[src/rtl/div_ctrl_pkg.sv]
// Shared constants for the divider mode sequencer: state encoding, mode
// width, the highest mode value and the mode-advance helper.
package div_ctrl_pkg;

    localparam int MODE_W = 2;

    typedef logic [MODE_W-1:0] mode_t;
    typedef logic [1:0]        state_t;

    localparam mode_t  MODE_MAX = 2'd3;

    localparam state_t ST_IDLE  = 2'd0;
    localparam state_t ST_DWELL = 2'd1;
    localparam state_t ST_PEND  = 2'd2;

    // Next mode in the auto sequence; the highest mode wraps back to 0.
    function automatic mode_t next_mode(input mode_t cur);
        mode_t nxt;
        if (cur == MODE_MAX) begin
            nxt = 2'd0;
        end else begin
            nxt = cur + 2'd1;
        end
        return nxt;
    endfunction

endpackage

[src/rtl/div_edge_wait.sv]
// Waits for a rising edge of the divided clock while armed. A switch fires
// on the edge that samples div_out high after a low sample, or is forced
// once TMO_CYC armed cycles have gone by without such an edge.
module div_edge_wait #(
    parameter int TMO_CYC = 255
) (
    input  logic clk,
    input  logic rst_n,
    input  logic arm,
    input  logic div_out,
    output logic fire,
    output logic forced
);

    // Counter holds the number of armed cycles already completed (0..TMO_CYC-1).
    localparam int CNT_W = (TMO_CYC > 1) ? $clog2(TMO_CYC) : 1;
    localparam logic [CNT_W-1:0] TMO_LAST = CNT_W'(TMO_CYC - 1);

    logic             r_div_q;
    logic [CNT_W-1:0] r_wait_cnt;
    logic             w_rise;
    logic             w_expired;

    assign w_rise    = div_out & ~r_div_q;
    assign w_expired = (r_wait_cnt == TMO_LAST);
    assign fire      = arm & (w_rise | w_expired);
    assign forced    = arm & ~w_rise & w_expired;

    // Previous div_out sample; cleared by reset so the first detect after release sees 0.
    always_ff @(posedge clk or negedge rst_n) begin
        if (!rst_n) begin
            r_div_q <= 1'b0;
        end else begin
            r_div_q <= div_out;
        end
    end

    // Armed-cycle counter; restarts whenever the wait ends or is not armed.
    always_ff @(posedge clk or negedge rst_n) begin
        if (!rst_n) begin
            r_wait_cnt <= '0;
        end else if (arm && !fire) begin
            r_wait_cnt <= r_wait_cnt + CNT_W'(1'b1);
        end else begin
            r_wait_cnt <= '0;
        end
    end

endmodule

[src/rtl/div_mode_sequencer.sv]
// Mode sequencer for a 4-mode clock divider. Steps the mode automatically
// after a programmable dwell or on manual request, and always applies a new
// mode on a rising edge of the divided clock (or after a bounded wait).
module div_mode_sequencer
    import div_ctrl_pkg::*;
#(
    parameter int DWELL_W = 16,
    parameter int TMO_CYC = 255
) (
    input  logic               clk,
    input  logic               rst_n,
    input  logic               start,
    input  logic               stop,
    input  logic               auto_en,
    input  logic [DWELL_W-1:0] dwell,
    input  logic               req_valid,
    input  logic [MODE_W-1:0]  req_mode,
    output logic               req_ready,
    input  logic               div_out,
    output logic [MODE_W-1:0]  mode,
    output logic               busy,
    output logic               switch_done,
    output logic               timeout
);

    localparam logic [DWELL_W-1:0] CNT_ONE = DWELL_W'(1'b1);

    // A dwell of 0 would never reach the switch point, so it counts as 1.
    function automatic logic [DWELL_W-1:0] dwell_load(input logic [DWELL_W-1:0] d);
        logic [DWELL_W-1:0] v;
        if (d == '0) begin
            v = CNT_ONE;
        end else begin
            v = d;
        end
        return v;
    endfunction

    state_t             r_state;
    mode_t              r_mode;
    mode_t              r_target;
    logic [DWELL_W-1:0] r_cnt;
    logic               r_auto;
    logic               r_stop_pend;
    logic               r_busy;
    logic               r_req_ready;
    logic               r_switch_done;
    logic               r_timeout;

    state_t             w_state_nx;
    mode_t              w_mode_nx;
    mode_t              w_target_nx;
    logic [DWELL_W-1:0] w_cnt_nx;
    logic               w_auto_nx;
    logic               w_stop_pend_nx;
    logic               w_done_nx;
    logic               w_timeout_nx;
    logic               w_arm;
    logic               w_fire;
    logic               w_forced;

    assign w_arm = (r_state == ST_PEND);

    div_edge_wait #(
        .TMO_CYC (TMO_CYC)
    ) u_edge_wait (
        .clk     (clk),
        .rst_n   (rst_n),
        .arm     (w_arm),
        .div_out (div_out),
        .fire    (w_fire),
        .forced  (w_forced)
    );

    // Next-state and next-output decode for the IDLE / DWELL / PEND sequencer.
    always_comb begin
        w_state_nx     = r_state;
        w_mode_nx      = r_mode;
        w_target_nx    = r_target;
        w_cnt_nx       = r_cnt;
        w_auto_nx      = r_auto;
        w_stop_pend_nx = r_stop_pend;
        w_done_nx      = 1'b0;
        w_timeout_nx   = r_timeout;
        case (r_state)
            ST_IDLE: begin
                // A manual request outranks start; start+stop together is a stop.
                if (req_valid && r_req_ready) begin
                    w_target_nx    = req_mode;
                    w_auto_nx      = 1'b0;
                    w_stop_pend_nx = 1'b0;
                    w_state_nx     = ST_PEND;
                end else if (start && auto_en && !stop) begin
                    w_cnt_nx       = dwell_load(dwell);
                    w_auto_nx      = 1'b1;
                    w_stop_pend_nx = 1'b0;
                    w_timeout_nx   = 1'b0;
                    w_state_nx     = ST_DWELL;
                end else begin
                    w_state_nx     = ST_IDLE;
                end
            end
            ST_DWELL: begin
                if (stop) begin
                    w_auto_nx  = 1'b0;
                    w_cnt_nx   = '0;
                    w_state_nx = ST_IDLE;
                end else if (r_cnt == CNT_ONE) begin
                    w_target_nx = next_mode(r_mode);
                    w_cnt_nx    = '0;
                    w_state_nx  = ST_PEND;
                end else begin
                    w_cnt_nx    = r_cnt - CNT_ONE;
                end
            end
            ST_PEND: begin
                if (w_fire) begin
                    w_mode_nx = r_target;
                    w_done_nx = 1'b1;
                    if (w_forced) begin
                        w_timeout_nx = 1'b1;
                    end else begin
                        w_timeout_nx = r_timeout;
                    end
                    // An auto session keeps cycling unless a stop arrived while pending.
                    if (r_auto && !r_stop_pend && !stop) begin
                        w_cnt_nx   = dwell_load(dwell);
                        w_state_nx = ST_DWELL;
                    end else begin
                        w_auto_nx      = 1'b0;
                        w_stop_pend_nx = 1'b0;
                        w_state_nx     = ST_IDLE;
                    end
                end else if (stop) begin
                    w_stop_pend_nx = 1'b1;
                end else begin
                    w_stop_pend_nx = r_stop_pend;
                end
            end
            default: begin
                w_auto_nx      = 1'b0;
                w_stop_pend_nx = 1'b0;
                w_cnt_nx       = '0;
                w_state_nx     = ST_IDLE;
            end
        endcase
    end

    // State, datapath and registered outputs; busy/req_ready follow the next state.
    always_ff @(posedge clk or negedge rst_n) begin
        if (!rst_n) begin
            r_state       <= ST_IDLE;
            r_mode        <= 2'd0;
            r_target      <= 2'd0;
            r_cnt         <= '0;
            r_auto        <= 1'b0;
            r_stop_pend   <= 1'b0;
            r_busy        <= 1'b0;
            r_req_ready   <= 1'b1;
            r_switch_done <= 1'b0;
            r_timeout     <= 1'b0;
        end else begin
            r_state       <= w_state_nx;
            r_mode        <= w_mode_nx;
            r_target      <= w_target_nx;
            r_cnt         <= w_cnt_nx;
            r_auto        <= w_auto_nx;
            r_stop_pend   <= w_stop_pend_nx;
            r_busy        <= (w_state_nx != ST_IDLE);
            r_req_ready   <= (w_state_nx == ST_IDLE);
            r_switch_done <= w_done_nx;
            r_timeout     <= w_timeout_nx;
        end
    end

    assign mode        = r_mode;
    assign busy        = r_busy;
    assign req_ready   = r_req_ready;
    assign switch_done = r_switch_done;
    assign timeout     = r_timeout;

endmodule

[config.mk]
export PLATFORM = sky130hd
export DESIGN_NAME = div_mode_sequencer
export DESIGN_NICKNAME = d
export VERILOG_FILES = /design/src/rtl/div_ctrl_pkg.sv /design/src/rtl/div_edge_wait.sv /design/src/rtl/div_mode_sequencer.sv
export SDC_FILE = /design/constraint.sdc
export NUM_CORES = 1
export LEC_CHECK = 0
export BUFFER_PORTS_ARGS = -buffer_cell sky130_fd_sc_hd__buf_4
export CORE_ASPECT_RATIO = 1.75
export CORE_MARGIN = 2
export CORE_UTILIZATION = 57
export CTS_CLUSTER_DIAMETER = 30
export DETAILED_ROUTE_END_ITERATION = 7
export PLACE_DENSITY = 0.76
export SLEW_MARGIN = 20
export SYNTH_ARGS = -nofsm -noshare
export SYNTH_HDL_FRONTEND = slang
export SYNTH_SLANG_ARGS = --single-unit
[constraint.sdc]
create_clock -name clk -period 3 [get_ports clk]
set_clock_uncertainty 0.15 [all_clocks]
set_input_delay 0.3 -clock clk [delete_from_list [all_inputs] [get_ports clk]]
set_output_delay 0.3 -clock clk [all_outputs]
set_load 0.02 [all_outputs]
### Word-level counts from Yosys, hierarchy flattened

Index checks and enable logic that the tools add are counted.

| storage, ports and cells | value |
|---|---|
| bits in registers | 37 |
| bits of input ports | 25 |
| output and inout port bits | 6 |
| logic and storage cells | 100 |

| cells by class | value |
|---|---|
| $add $sub $neg | 3 |
| eq/ne operators | 18 |
| multiplexer cells | 38 |
| bitwise operators | 8 |
| reductions and logical operators | 21 |

Operators by type and width:

| cell | number |
|---|---|
| $mux W16 | 7 |
| $pmux W16 S3 | 1 |
| $ne A2 B2 Y1 const B | 10 |
| $eq A16 B1 Y1 const B | 1 |
| $logic_not A16 Y1 | 1 |
| $mux W1 | 16 |
| $mux W2 | 8 |
| $reduce_and A4 Y1 | 4 |
| $sub A16 B1 Y16 const B | 1 |
| $ne A3 B3 Y1 const B | 3 |
| $add A8 B1 Y8 const B | 1 |
| $eq A8 B8 Y1 const B | 1 |
| $mux W8 | 1 |
| $logic_and A1 B1 Y1 | 6 |
| $pmux W1 S3 | 2 |
| $pmux W2 S3 | 1 |
| $reduce_bool A2 Y1 | 3 |
| $reduce_and A5 Y1 | 1 |
| $and A1 B1 Y1 | 4 |
| $eq A2 B2 Y1 const B | 2 |
| $logic_not A2 Y1 | 2 |
| $pmux W2 S2 | 1 |
| $logic_not A1 Y1 | 3 |
| $not A1 Y1 | 3 |
| other kinds (5) | 5 |

### Logic depth before layout (Yosys ltp)

| logic depth | value |
|---|---|
| word-level depth | 8 |
| depth in mapped cells | 8 |
| depth with buffers taken out | 7 |

### Modules after synthesis

Synthesis repeated with hierarchy kept, for this count alone.

| unflattened totals | value |
|---|---|
| cells, all modules | 219 |
| area, all modules | 2,132.0 um^2 |

Modules (own cells, without submodules):

| module | instances | cells an instance | area an instance (um^2) | sequential area each (um^2) |
|---|---|---|---|---|
| div_mode_sequencer | 1 | 174 | 1,672.9 | 701.9 |
| div_edge_wait | 1 | 45 | 459.2 | 225.2 |

### Worst setup path after synthesis

Ideal clock, no wire load.

| path | value |
|---|---|
| kind | register -> register |
| start point | register r_cnt[6] |
| end point | register r_cnt[13] |
| library setup time | 0.124 ns |
| data arrival time | 1.815 ns |
| data required time | 2.726 ns |
| slack | 0.911 ns |
| cell stages (with the launch flop) | 7 |
| buffers on the path | 1 |
| path through | dfrtp_1 > or4_4 > nor4b_4 > or2_1 > buf_6 > o32ai_1 > o21bai_1 |

| between the ends | value |
|---|---|
| cells in the longest elaborated chain, start to end | 4 |

Ends and longest elaborated chain:

| item | line | source |
|---|---|---|
| from (decl) | div_mode_sequencer.sv:42 | `logic [DWELL_W-1:0] r_cnt;` |
| from (signal assigned) | div_mode_sequencer.sv:166 | `r_cnt <= w_cnt_nx;` |
| $sub A16 B1 Y16 or $eq A16 B1 Y1 (tied branches) | div_mode_sequencer.sv:113, div_mode_sequencer.sv:108 |  |
| $mux W16 (*) | div_mode_sequencer.sv:108 | `end else if (r_cnt == CNT_ONE) begin` |
| $mux W16 (*) | div_mode_sequencer.sv:104 | `if (stop) begin` |
| $pmux W16 S3 (*) | div_mode_sequencer.sv:85 | `case (r_state)` |

Every way passes the cells marked *; elsewhere a longest branch is shown, timed or not.
A chain may end at the register's enable or synchronous reset.

### Final worst setup path

| path | value |
|---|---|
| start point | input div_out |
| end point | register r_cnt[6] |

| between the ends | value |
|---|---|
| cells in the longest elaborated chain, start to end | 5 |

Ends and longest elaborated chain:

| item | line | source |
|---|---|---|
| from (decl) | div_mode_sequencer.sv:19 | `input logic div_out,` |
| $and A1 B1 Y1 | div_edge_wait.sv:24 | `assign w_rise = div_out & ~r_div_q;` |
| $or A1 B1 Y1 | div_edge_wait.sv:26 | `assign fire = arm & (w_rise \| w_expired);` |
| $and A1 B1 Y1 | div_edge_wait.sv:26 |  |
| $ne A2 B2 Y1 (no line) | n/a |  |
| $reduce_and A4 Y1 (no line) | n/a |  |

Every way passes these cells.

==> impl_metrics.csv <==
group,metric,value,unit
yosys,ys_seq_area_share,43.64,%
clock_tree,cts.path.max_buffers,2,
setup_path,cp-end-kind,"flop",
yosys,yosysWarnings,0,
sta,whs,0.09551,ns
setup_path,cpPeakStageDelay,0.52,ns
yosys,synth-main-ff-cell,"dfrtp_1",
grt,grt_pass1_wl,8.763,mm
power,leakage,1.067,nW
placement,gp_congestion,0.9230,
routing,routedWlPerCell,16.93,um
power,p_per_area,887.9,mW/mm^2
yosys,netlist_area,0.002125,mm^2
finish,regArea,927.1,um^2
clock_tree,tritoncts,"built",
setup_path,crit_path_top_delay_cell,"dlygate4sd3_1",
grt,gr-total-overflow,0,
placement,hpwl,3.785,mm
finish,most-common-layout-cells,"dfrtp_1, buf_4, nor2_1, nand2_1, inv_1",
die,start_util,59.14,%
clock_tree,clk_latency,0.29,ns
finish,fin_util,68.34,%
routing,via_per_inst,6.257,
sta,rsz0062_at_grt,"false",
grt,top_usage_layer,"met2",
finish,drive_gt1_share,18.29,%
placement,port_buffers,30,
routing,postRouteAntennaNets,0,
yosys,syn_area_per_cell,9.277,um^2
finish,final_common_cell,"dfrtp_1",
die,core-area,0.003592,mm^2
die,rows,29,
setup_path,cp-start-kind,"primary input",
clock_tree,cts.clk_slew.worst_paths,0.07,ns
finish,multi_input_area,0.001094,mm^2
finish,fillers,315,
setup_path,worstPathRequired,3.05,ns
grt,grt_util_all_layers,27.26,%
yosys,synth_nets,259,
setup_path,path_max_fanout,13,
sta,drv_slew,0,
setup_path,path_buf_inv,2,
power,ir_drop,0.6509,mV
power,p_total,2.180,mW
setup_path,crit_chain,"dlygate4sd3_1 > buf_4 > nor2b_1 > a211o_1 > and3_1 > nand2_1 > o2bb2ai_1",
clock_tree,htreeDepth,2,
yosys,synth_seq_cells,37,
sta,period_needed,2.449,ns
job,cap_violations,0,
sta,setup_viol,0,
clock_tree,cts_inserted_buffers,5,
routing,drc,0,
die,die-area,0.004251,mm^2
hold_path,hp-class,"primary input to flop",
setup_path,critPathTopFamily,"simple AND/OR/NAND/NOR gates",
grt,grtUsageMet2,47.37,%
finish,finish.net_count,287,
grt,use_met1,29.51,%
finish,diodes,0,
yosys,ys_async_sr_fraction,100.0,%
die,io_pins,31,
routing,drt_iter0_markers,64,
die,fp.dieH,84.77,um
yosys,netlist-cell-type-count,54,
yosys,syn-instance-count,229,
grt,grt_max_degree,38,
clock_tree,clock_sinks,37,
grt,grt_pass1_vias,1920,
sta,finalHoldViolCount,0,
sta,fin_crit_sh,81.62,%
yosys,synth-edff-count,0,
setup_path,cp.arrival,2.50,ns
clock_tree,clockRootBuffer,"clkbuf_8",
status,outcome,"completed",
grt,grt_antenna_before_repair,0,
sta,max_clock_freq,408.4,MHz
setup_path,worstSetupPathType,"primary input to flop",
routing,vias,1896,
routing,totalWireLength,5.131,mm
sta,setup_tns,0,ns
sta,tightest_slew,0.8004,ns
routing,firstDrtPassIters,4,
sta,slew_headroom,46.44,%
grt,globalRouteMet3Util,4.270,%
finish,layout-area-overhead-vs-synth,15.55,%
die,die_w,50.15,um
[worst register-to-register path: cells and delay by family, from the launching register on]
| family | cells | cell delay (ns) |
|---|---|---|
| AND/OR/NAND/NOR | 3 | 0.88 |
| AO/OA/AOI/OAI | 2 | 0.65 |
| flip-flops | 1 | 0.44 |
| adder cells (fa/ha/maj) | 1 | 0.14 |
| buffers and inverters | 1 | 0.08 |
[report_power, final]
group / switching (mW) / leakage [nW] / total [mW] / internal [mW]
Combinational: 0.570 / 0.549 / 0.953 / 0.384
Clock: 0.175 / 0.0443 / 0.357 / 0.182
Sequential: 0.184 / 0.473 / 0.869 / 0.684
[sequential cells by signal, indices dropped and copies added (netlist names), 2 cells and up]
register / count
r_target: 2
u_edge_wait.r_wait_cnt: 8
r_state: 2
mode: 2
r_cnt: 16
[Yosys cell counts (2+ instances only)]
master	instances	area [um^2]
dfrtp_1	36	900.9
nor2_1	23	86.33
nand2_1	20	75.07
inv_1	12	45.04
nand3_1	10	50.05
o21ai_1	10	50.05
a21oi_1	8	40.04
nor3_1	8	40.04
clkbuf_1	7	26.28
nor4_1	6	37.54
o21ai_0	6	30.03
xor2_1	6	52.55
ha_1	5	62.56
o2bb2ai_1	5	43.79
a22oi_1	3	22.52
a22oi_2	3	37.54
a32oi_1	3	26.28
and3_1	3	18.77
mux2_2	3	33.78
nand2b_1	3	18.77
nor2b_1	3	18.77
o22ai_1	3	18.77
or3_1	3	18.77
a211oi_1	2	15.01
and4_1	2	17.52
buf_2	2	10.01
buf_6	2	22.52
mux2_1	2	22.52
o221ai_1	2	17.52
o311ai_1	2	17.52
or4_4	2	22.52
xnor2_1	2	17.52
[timing repair]
action	4_1_cts	5_1_grt
setup buffers	0	0
hold buffers	2	0
hold endpoints to repair	37	0
gates resized for setup	0	0
[per-stage QoR]
step	cells	instance area (um^2)	worst slack, ns
2_1_floorplan	229	2125	0.9114
3_3_place_gp	294	2349	0.6763
3_5_place_dp	294	2349	0.6116
4_1_cts	303	2455	0.5611
5_1_grt	303	2455	0.3601
6_report	303	2455	0.5513
[area by class of cell]
class	count	area share, %
flip-flops and latches	37	37.77
clock buffers	7	3.517
repair buffers	32	9.990
well taps	46	2.345
multi-input cells	169	44.55
inverters	12	1.835
[metal layers]
metal  part of all wire [%]  wire [um]  up-vias
li1                       -          -      893
met1                     38       1949      915
met2                     53       2723       69
met3                    4.2        216       19
met4                    4.7        242        0
met5                      0          0        -
[kinds of logic after synthesis]
kind of cell / count (synthesis) / synth area share, %
adders and majority gates: 5 / 2.945
and+or+nand+nor: 92 / 22.85
xor gates and xnor gates: 8 / 3.298
DFF: 37 / 43.64
muxes: 5 / 2.650
buffers and inverters: 23 / 4.888
AOI/OAI and AO/OA: 59 / 19.73
[path summary, 6_finish.rpt]
check / startpoint / end / slack, ns / depth (start not counted)
hold / removal: dwell[12] / r_cnt[12]$_DFFE_PN0P_ / 0.1 / 3
hold reg to reg: r_cnt[5]$_DFFE_PN0P_ / r_cnt[5]$_DFFE_PN0P_ / 0.34 / 1
setup / recovery: div_out / r_cnt[6]$_DFFE_PN0P_ / 0.55 / 7
max in group asynchronous: rst_n / req_ready$_DFF_PN1_ / 2.00 / 2
setup reg to reg: u_edge_wait.r_wait_cnt[0]$_DFF_PN0_ / r_cnt[6]$_DFFE_PN0P_ / 0.58 / 7
min in group asynchronous: rst_n / u_edge_wait.r_wait_cnt[6]$_DFF_PN0_ / 0.35 / 2
Power figures use the tool's default switching activity.
